<file path="config.mk">
export PLATFORM = sky130hd
export DESIGN_NAME = spi_reg_bank
export DESIGN_NICKNAME = d
export VERILOG_FILES = /design/src/rtl/spi_reg_bank.sv
export SDC_FILE = /design/constraint.sdc
export NUM_CORES = 1
export LEC_CHECK = 0
export ABC_AREA = 0
export BUFFER_PORTS_ARGS = -buffer_cell sky130_fd_sc_hd__buf_2
export CAP_MARGIN = 20
export CELL_PAD_IN_SITES_DETAIL_PLACEMENT = 1
export CELL_PAD_IN_SITES_GLOBAL_PLACEMENT = 1
export CORE_AREA = 3 3 89 91
export DETAILED_ROUTE_END_ITERATION = 8
export DIE_AREA = 0 0 92 94
export GPL_TIMING_DRIVEN = 0
export HOLD_SLACK_MARGIN = 0.03
export PLACE_DENSITY_LB_ADDON = 0.1
export SETUP_SLACK_MARGIN = 0.1
export SYNTH_ARGS = -nofsm -noshare
export SYNTH_HDL_FRONTEND = slang
export SYNTH_SLANG_ARGS = --single-unit
</file>
<file path="constraint.sdc">
create_clock -name clk -period 1.7 [get_ports clk]
set_input_delay 0.17 -clock clk [delete_from_list [all_inputs] [get_ports clk]]
set_output_delay 0.17 -clock clk [all_outputs]
set_load 0.02 [all_outputs]
</file>
<file path="src/rtl/spi_reg_bank.sv">
// spi_reg_bank: SPI mode-0 write-only slave feeding five 8-bit control registers.
// All SPI pins are resynchronised into clk and decoded with edge detectors.
module spi_reg_bank #(
    parameter int SYNC_STAGES = 2,
    parameter int MAX_ADDR    = 4
) (
    input  logic       clk,
    input  logic       rst,
    input  logic       sclk,
    input  logic       copi,
    input  logic       ncs,
    output logic [7:0] en_reg_out_7_0,
    output logic [7:0] en_reg_out_15_8,
    output logic [7:0] en_reg_pwm_7_0,
    output logic [7:0] en_reg_pwm_15_8,
    output logic [7:0] pwm_duty_cycle,
    output logic       wr_pulse,
    output logic       err_pulse
);
    localparam logic [6:0] MAX_A = 7'(MAX_ADDR);

    logic [SYNC_STAGES-1:0] r_sclk_sync, r_copi_sync, r_ncs_sync, r_flush;
    logic                   r_sclk_hist, r_copi_hist, r_ncs_hist, r_armed;
    logic [15:0]            r_shift;
    logic [4:0]             r_cnt;
    logic                   w_sclk_s, w_ncs_s, w_sclk_rise, w_ncs_rise, w_ncs_fall;
    logic [6:0]             w_addr;

    assign w_sclk_s    = r_sclk_sync[SYNC_STAGES-1];
    assign w_ncs_s     = r_ncs_sync[SYNC_STAGES-1];
    assign w_sclk_rise = w_sclk_s & ~r_sclk_hist;
    assign w_ncs_rise  = w_ncs_s & ~r_ncs_hist;
    assign w_ncs_fall  = ~w_ncs_s & r_ncs_hist;
    assign w_addr      = r_shift[14:8];

    always_ff @(posedge clk) begin
        if (rst) begin
            r_sclk_sync     <= '0;
            r_copi_sync     <= '0;
            r_ncs_sync      <= '1;
            r_sclk_hist     <= 1'b0;
            r_copi_hist     <= 1'b0;
            r_ncs_hist      <= 1'b1;
            r_flush         <= '0;
            r_armed         <= 1'b0;
            r_shift         <= '0;
            r_cnt           <= '0;
            wr_pulse        <= 1'b0;
            err_pulse       <= 1'b0;
            en_reg_out_7_0  <= '0;
            en_reg_out_15_8 <= '0;
            en_reg_pwm_7_0  <= '0;
            en_reg_pwm_15_8 <= '0;
            pwm_duty_cycle  <= '0;
        end else begin
            r_sclk_sync <= {r_sclk_sync[SYNC_STAGES-2:0], sclk};
            r_copi_sync <= {r_copi_sync[SYNC_STAGES-2:0], copi};
            r_ncs_sync  <= {r_ncs_sync[SYNC_STAGES-2:0], ncs};
            r_sclk_hist <= w_sclk_s;
            r_copi_hist <= r_copi_sync[SYNC_STAGES-1];
            r_ncs_hist  <= w_ncs_s;
            r_flush     <= {r_flush[SYNC_STAGES-2:0], 1'b1};
            wr_pulse    <= 1'b0;
            err_pulse   <= 1'b0;
            // Arm only once a genuine (post-reset) ncs-high sample has reached the chain end
            if (r_flush[SYNC_STAGES-1] && w_ncs_s)
                r_armed <= 1'b1;
            if (r_armed) begin
                if (w_ncs_fall)
                    r_cnt <= '0;
                else if (!w_ncs_s && w_sclk_rise) begin
                    r_shift <= {r_shift[14:0], r_copi_hist};
                    r_cnt   <= (r_cnt == 5'd17) ? r_cnt : r_cnt + 5'd1;
                end
                if (w_ncs_rise) begin
                    if (r_cnt != 5'd16 || !r_shift[15])
                        err_pulse <= 1'b1;
                    else if (w_addr <= MAX_A) begin
                        wr_pulse <= 1'b1;
                        case (w_addr)
                            7'd0:    en_reg_out_7_0  <= r_shift[7:0];
                            7'd1:    en_reg_out_15_8 <= r_shift[7:0];
                            7'd2:    en_reg_pwm_7_0  <= r_shift[7:0];
                            7'd3:    en_reg_pwm_15_8 <= r_shift[7:0];
                            7'd4:    pwm_duty_cycle  <= r_shift[7:0];
                            default: ;
                        endcase
                    end
                end
            end
        end
    end
endmodule
</file>
**After elaboration in Yosys (flattened, before gate mapping)**

Cells that the tools add are included.

- Bits in registers: 75
- Bits in latches: 0
- Memory bits (writable): 0
- Bits in read-only memories: 0
- Bits of input ports: 5
- Output and inout port bits: 42
- Logic and storage cells: 59
- Memories: 0

- Add/subtract/negate cells: 1
- $mul: 0
- Divide/modulo/power cells: 0
- Magnitude comparators: 1
- Equality and inequality tests: 7
- Shifts and indexed selects: 0
- Muxes and demuxes: 6
- Bitwise logic cells: 10
- Reduce and logical (&&, ||, !) cells: 16

Operators by type and width:

| cell | number |
|---|---|
| 5-bit AND reduction | 5 |
| 5-bit two-way mux | 3 |
| 7-bit by 2-bit equality test with 1-bit output, second input constant | 2 |
| 7-bit by 1-bit equality test with 1-bit output, second input constant | 1 |
| 7-bit by 3-bit equality test with 1-bit output, second input constant | 1 |
| 7-bit by 3-bit less-or-equal comparator with 1-bit output, second input constant | 1 |
| 7-bit logical NOT | 1 |
| 1-bit inverter | 7 |
| 3-bit AND reduction | 2 |
| 5-bit by 1-bit adder with 5-bit output, second input constant | 1 |
| 5-bit equality test, second input constant | 1 |
| 5-bit inequality test, second input constant | 1 |
| 4-bit OR reduction | 1 |
| 1-bit bitwise AND | 3 |
| 1-bit two-way mux | 3 |
| 3-bit OR reduction | 1 |
| 1-bit logical AND | 2 |
| 1-bit logical NOT | 2 |
| 2-bit inequality test, second input constant | 1 |
| 2-bit nonzero test | 1 |
| 1-bit logical OR | 1 |

**Depth between registers and ports, before layout**

Gate-level depths: netlist of the first run.

- Depth after elaboration: 5
- Depth in mapped cells: 6

**Worst setup path before layout of the first run**

OpenSTA, ideal clock, no wires.

- Path kind: reg-to-reg
- From: reg r_cnt[3]
- To: reg en_reg_pwm_15_8[3]
- Setup time: 0.072 ns
- Arrival: 1.376 ns
- Setup slack: 0.252 ns
- Cell stages (with the launch flop): 6
- Path buffers: 2
- Period minus slack after synthesis: 1.448 ns
- Cell sequence: dfxtp_1 -> clkbuf_1 -> nor4b_2 -> and4_1 -> buf_4 -> mux2i_1

- Cells in the longest elaborated chain, start to end: 4

Ends and longest elaborated chain:

| what | RTL line | source |
|---|---|---|
| start, declared | 25 | `logic [4:0] r_cnt;` |
| start signal, assigned | 73 | `r_cnt <= (r_cnt == 5'd17) ? r_cnt : r_cnt + 5'd1;` |
| 5-bit inequality test | 76 | `if (r_cnt != 5'd16 \|\| !r_shift[15])` |
| 1-bit logical OR | 76 |  |
| 1-bit inverter (no line) | - |  |
| 5-bit AND reduction (no line) | - |  |
| end signal, assigned | 84 | `7'd3: en_reg_pwm_15_8 <= r_shift[7:0];` |
| end, declared | 15 | `output logic [7:0] en_reg_pwm_15_8,` |

Every way passes these cells.
A chain may end at the register's enable or synchronous reset.

**Worst setup path after layout of the first run**

- From: reg r_ncs_hist
- To: reg en_reg_pwm_7_0[0]

- Cells in the longest elaborated chain, start to end: 3

Ends and longest elaborated chain:

| what | RTL line | source |
|---|---|---|
| start, declared | 23 | `logic r_sclk_hist, r_copi_hist, r_ncs_hist, r_armed;` |
| start signal, assigned | 61 | `r_ncs_hist <= w_ncs_s;` |
| 1-bit inverter | 32 | `assign w_ncs_rise = w_ncs_s & ~r_ncs_hist;` |
| 1-bit bitwise AND | 32 |  |
| 5-bit AND reduction (no line) | - |  |
| end signal, assigned | 83 | `7'd2: en_reg_pwm_7_0 <= r_shift[7:0];` |
| end, declared | 14 | `output logic [7:0] en_reg_pwm_7_0,` |

Every way passes these cells.

==> flow_metrics.tcl, run 1 <==
set metrics [dict create \
    finalWirelength_um 6969 \
    rows 31 \
    internal_power_w 0.002643 \
    numCtsBuffers 9 \
    design.core.area_sq_um 7214 \
    timing.max_cap.violations 0 \
    synth_nets 300 \
    drive_gt1_frac 0.2402 \
    swShare 0.2084 \
    synth-seq-cells 75 \
    cp.required_ns 1.92 \
    final_hold_viol_count 0 \
    grt-ovfl-total 0 \
    r2r_slack_ns 0.20 \
    dp_hpwl_um 4862 \
    fp.dieW_um 92 \
    top_layer "met4" \
    cp.arrival_ns 1.72 \
    max_freq_mhz 665.7 \
    initial_core_util 0.3973 \
    rsz0062_at_grt "false" \
    vias 2307 \
    area_growth_pct 25.40 \
    setup.worst_path.class "reg2reg" \
    layout_commonest_cell "dfxtp_1" \
    cts_max_level 3 \
    cp-startpoint "r_ncs_hist" \
    clk_pin_slew_ns 0.07 \
    first_global_vias 2244 \
    place_congestion 0.7351 \
    setup_violations 0 \
    slowest_delay_ns 0.32 \
    die_h_um 94 \
    fin_crit_ns 1.502 \
    seq_power_share 0.531 \
    hold_path.class "in2reg" \
    dr_wl_met3_um 188 \
    first_pass_iters 4 \
    antenna_cells 0 \
    max_slew.worst_pin.slew_ns 0.4919 \
    cp_max_fo 10 \
    wl_met1_um 3393 \
    p_per_area_nw_per_um2 928.8 \
    holdWs_ns 0.04302 \
    wl_per_cell_um 15.25 \
    rr_startpoint "r_ncs_hist" \
    slew_viol_final 0 \
    clkLatencyLatePin_ns 0.34 \
    yosys_warnings 0 \
    final_cell_mix "dfxtp_1 (74), nand2_1 (52), buf_2 (47)" \
    clockPowerShare 0.448 \
    netlist.area_leader.share 0.5238 \
    peakVddDrop_v 0.0004677 \
    dieArea_sq_um 8648 \
    num-nets-final 362 \
    synth_cells 292 \
    ios 47 \
    synth_top_cell_by_area "dfxtp_1" \
    fin_util 0.4983 \
    wl_met2_um 3279 \
    grt_pass1_wl_um 11540 \
    end_kind "flip-flop" \
    track_usage 0.1707 \
    clkSinkCount 75 \
    portBuffers 45 \
    postRouteAntennaNets 0 \
    avgSynthCellArea_sq_um 9.817 \
    cts-root-buf "clkbuf_8" \
    switchingPower_w 0.0006956 \
    drt_iter0_drc 76 \
    status "complete, no violations" \
    cts_max_path_buffers 2 \
    synth.area.top_cells "dfxtp_1 (52%), mux2i_1 (14%), nand2_1 (6.8%)" \
    worstHoldStart "copi" \
    drcViolationCount 0 \
    finClkSkew_ns 0.007880 \
    slowest_stage "dfxtp_1" \
    p_leak_nw 1.596 \
    via_per_inst 5.048 \
    cpMostUsedCell "buf_6" \
    syn_area_sq_um 2866 \
    ys_types 33 \
    tns_ns 0 \
    cp_cell_sequence "buf_6 -> and3b_1 -> buf_6 -> buf_4 -> nand4_4 -> mux2i_1" \
    grt_start_max_net_pins 13 \
    antenna_found_initial 0 \
    cts_tree "built" \
    p_comb_frac 0.021 \
    startpoint_type "flip-flop" \
    relSlewSlack 0.6721 \
    yosysSeqAreaShare 0.5238 \
    min_period_over_period 0.8837 \
]
through the flow:
stage	power [W]	instance area, sq um	std cells	setup WS (ns)
after floorplan	0.001857	2867	292	0.2519
after global routing	0.003470	3595	457	0.09305
final	0.003339	3595	457	0.1978
after CTS	0.003380	3551	456	0.1084
after global placement	0.001878	3216	436	-0.04836
after detailed placement	0.001881	3216	436	-0.07662
Yosys cell counts (all sizes together):
library cell / n
nand3: 19
mux2i: 41
buf: 5
and3b: 1
nor2: 1
dfxtp: 75
nor2b: 7
o31ai: 1
a21oi: 21
nor4: 2
nor4bb: 2
nand2b: 1
nand3b: 2
or2: 3
nand2: 52
inv: 5
ha: 3
nand4: 5
or4: 2
clkbuf: 13
nand4bb: 2
o21ai: 20
and4b: 3
nor4b: 2
and4: 2
and3: 1
nor3: 1
final timing paths:
check	endpoint	cells after the start
worst max-delay path	en_reg_pwm_7_0[0]	6
worst min-delay path	r_copi_sync[0]	2
worst min register to register	r_ncs_sync[1]	1
worst max register to register	en_reg_pwm_7_0[0]	6
worst max-delay path: cells and delay by family (launching register included):
family / cells / cell delay [ns]
buffers and inverters: 3 / 0.42
flip-flops: 1 / 0.32
multiplexers: 1 / 0.19
AND/OR/NAND/NOR: 2 / 0.46
cell families after synthesis:
family	after synthesis	synth area share
DFF	75	0.5238
AOI/OAI and AO/OA	42	0.07421
muxes	41	0.1432
adders and majority gates	3	0.01310
and+or+nand+nor	108	0.2130
buffers and inverters	23	0.03273
final cells by class:
cell class                      count  area (sq um)
Sequential cell                    75          1503
Tap cell                           99         123.9
Timing Repair Buffer               52         295.3
Clock buffer                       10         137.6
Clock inverter                      5         77.57
Multi-Input combinational cell    194          1350
Buffer                             17         88.84
Fill cell                         867          3620
Inverter                            5         18.77
power groups by stage:
stage | registers [W] | clock network (W) | logic, W
4_1_cts | 0.00177 | 0.00154 | 0.0000699
2_1_floorplan | 0.00181 | 0 | 0.0000435
6_report | 0.00177 | 0.00150 | 0.0000693
5_1_grt | 0.00178 | 0.00162 | 0.0000783
3_3_place_gp | 0.00181 | 0 | 0.0000640
3_5_place_dp | 0.00182 | 0 | 0.0000657
state kept, by name, indices dropped and copies added, names as in the netlist:
register and cells:
en_reg_pwm_15_8 8, r_sclk_hist 1, r_shift 16, r_copi_sync 2, r_sclk_sync 2, r_flush 2
r_cnt 5, r_copi_hist 1, r_ncs_sync 2, r_ncs_hist 1, en_reg_out_15_8 8, r_armed 1
wr_pulse 1, pwm_duty_cycle 8, en_reg_out_7_0 8, err_pulse 1, en_reg_pwm_7_0 8
layer usage:
metal / GRT usage / up-vias
li1: - / 1142
met1: 0.2205 / 1124
met5: 0 / -
met2: 0.2786 / 32
met3: 0.03205 / 9
met4: 0.07426 / 0
timing repair:
item / in CTS / in global routing
setup buffers: 3 / 2
gates resized for setup: 11 / 9
endpoints found under the setup margin: 50 / 40
hold buffers: 2 / 0
hold endpoints to repair: 2 / 0
pin swaps: 3 / 5
Power figures use the tool's default switching activity.
==> run 2, diff against run 1 <==
Clock period 1.7 ns to 1.8 ns, I/O delays scaled along.
==> run 2 against run 1 <==
  * Core utilization decreased by 1.5 points
  * Clock power decreased by 6%
  * Largest cell class unchanged
  * Combinational power decreased by 10%
  * Critical endpoint is now en_reg_out_15_8[0]
  * Sequential share of layout area increased by 1.3 points
  * Largest power group unchanged
  * Global-route usage decreased by 0.22 points
==> flow_metrics.tcl, run 2 (same netlist as run 1, synthesis figures left out) <==
set metrics [dict create \
    ios 47 \
    design.core.area_sq_um 7214 \
    cts_tree "built" \
    timing.max_cap.violations 0 \
    portBuffers 45 \
    cp-startpoint "r_ncs_hist" \
    finalWirelength_um 6879 \
    clkLatencyLatePin_ns 0.34 \
    cp.required_ns 2.06 \
    rsz0062_at_grt "true" \
    fp.dieW_um 92 \
    area_growth_pct 21.56 \
    die_h_um 94 \
    multi_input_area_sq_um 1295 \
    postRouteAntennaNets 0 \
    grt_start_max_net_pins 13 \
    via_per_inst 5.044 \
    p_comb_frac 0.020 \
    place_congestion 0.7351 \
    wl_per_cell_um 15.19 \
    drive_gt1_frac 0.2232 \
    fin_crit_ns 1.652 \
    relSlewSlack 0.6717 \
    largest-register "r_shift" \
    peakVddDrop_v 0.0004423 \
    swShare 0.2085 \
    setup_violations 0 \
    startpoint_type "flip-flop" \
    cts-root-buf "clkbuf_8" \
    cts_max_path_buffers 2 \
    clockPowerShare 0.448 \
    vias 2285 \
    seq_power_share 0.532 \
    dieArea_sq_um 8648 \
    p_per_area_nw_per_um2 904.0 \
    whs_path_depth 2 \
    tns_ns 0 \
    dp_hpwl_um 4862 \
    finClkSkew_ns 0.007366 \
    internal_power_w 0.002493 \
    worstHoldStart "sclk" \
    num-nets-final 358 \
    timing.final.ws_setup_ns 0.1485 \
    drcViolationCount 0 \
    antenna_found_initial 0 \
    setup.worst_path.class "reg2reg" \
    antenna_cells 0 \
    grt_pass1_wl_um 11390 \
    largest_register_ffs 16 \
    max_slew.worst_pin.slew_ns 0.4924 \
    clkSinkCount 75 \
    rows 31 \
    whs_endpoint "r_sclk_sync[0]" \
    cp.arrival_ns 1.91 \
    final_hold_viol_count 0 \
    drt_iter0_drc 60 \
    cp_max_fo 10 \
    track_usage 0.1685 \
    final_cell_mix "dfxtp_1 (74), nand2_1 (52), buf_2 (47)" \
    pre_cts_slack_ns 0.02338 \
    end_kind "flip-flop" \
    min_period_over_period 0.9175 \
    fillers 867 \
    rr_startpoint "r_ncs_hist" \
    max_freq_mhz 605.5 \
    r2r_cells 5 \
    grt-ovfl-total 0 \
    p_leak_nw 1.603 \
    first_pass_iters 4 \
    status "complete, no violations" \
    layout_commonest_cell "dfxtp_1" \
    numCtsBuffers 9 \
    reg2reg_to "en_reg_out_15_8[0]" \
    hold_path.class "in2reg" \
    holdWs_ns 0.04545 \
    clk_pin_slew_ns 0.07 \
    slew_viol_final 0 \
    switchingPower_w 0.0006566 \
    cts_max_level 3 \
    initial_core_util 0.3973 \
    layout.area.seq_sq_um 1503 \
    r2r_slack_ns 0.15 \
    first_global_vias 2234 \
]
## run 2: power groups by stage
| stage | logic, W | clock network [W] | registers, W |
|---|---|---|---|
| 2_1_floorplan | 0.0000411 | 0 | 0.00171 |
| 3_3_place_gp | 0.0000604 | 0 | 0.00171 |
| 5_1_grt | 0.0000704 | 0.00153 | 0.00168 |
| 3_5_place_dp | 0.0000620 | 0 | 0.00171 |
| 6_report | 0.0000621 | 0.00141 | 0.00168 |
| 4_1_cts | 0.0000640 | 0.00145 | 0.00168 |
## run 2: routing by layer
layer / up-vias / global-route usage / routed length [um]
met1: 1109 / 0.2170 / 3351
met2: 32 / 0.2749 / 3239
li1: 1135 / - / -
met3: 9 / 0.03205 / 188
met4: 0 / 0.07426 / 99
met5: - / 0 / 0
## run 2: worst max path at each step
| stage | endpoint | slack (ns) |
|---|---|---|
| after floorplan | en_reg_pwm_15_8[3] | 0.35 |
| after global routing | en_reg_pwm_7_0[6] | 0.04 |
| after detailed placement | en_reg_pwm_7_0[3] | 0.02 |
| final | en_reg_out_15_8[0] | 0.15 |
| after global placement | en_reg_out_15_8[2] | 0.05 |
| after CTS | en_reg_out_7_0[6] | 0.04 |
## run 2: cell type report
class,instances,area share
flip-flops and latches,75,0.4312
multi-input cells,194,0.3716
repair buffers,48,0.07181
clock buffers,10,0.03950
well taps,99,0.03555
plain buffers,17,0.02262
clock inverters,5,0.02226
inverters,5,0.005386
## run 2: critical path, cell delays in order, from the launching register on
cell and delay, ns:
dfxtp_1 0.31, buf_2 0.18, and3b_1 0.24, clkbuf_4 0.20, nand4_2 0.36, mux2i_1 0.28
## run 2: what timing repair did
action / 4_1_cts / 5_1_grt
endpoints found under the setup margin: 26 / 50
hold endpoints to repair: 1 / 0
resized for setup: 1 / 6
setup buffers: 0 / 2
pin swaps: 0 / 3
hold buffers: 1 / 0
## run 2: metrics by stage
stage / area (sq um) / cells / util / power [W]
6_report: 3485 / 453 / 0.4830 / 0.003150
5_1_grt: 3485 / 453 / 0.4830 / 0.003274
4_1_cts: 3450 / 452 / 0.4781 / 0.003191
3_5_place_dp: 3216 / 436 / 0.4457 / 0.001776
3_3_place_gp: 3216 / 436 / 0.4457 / 0.001774
2_1_floorplan: 2867 / 292 / - / 0.001754
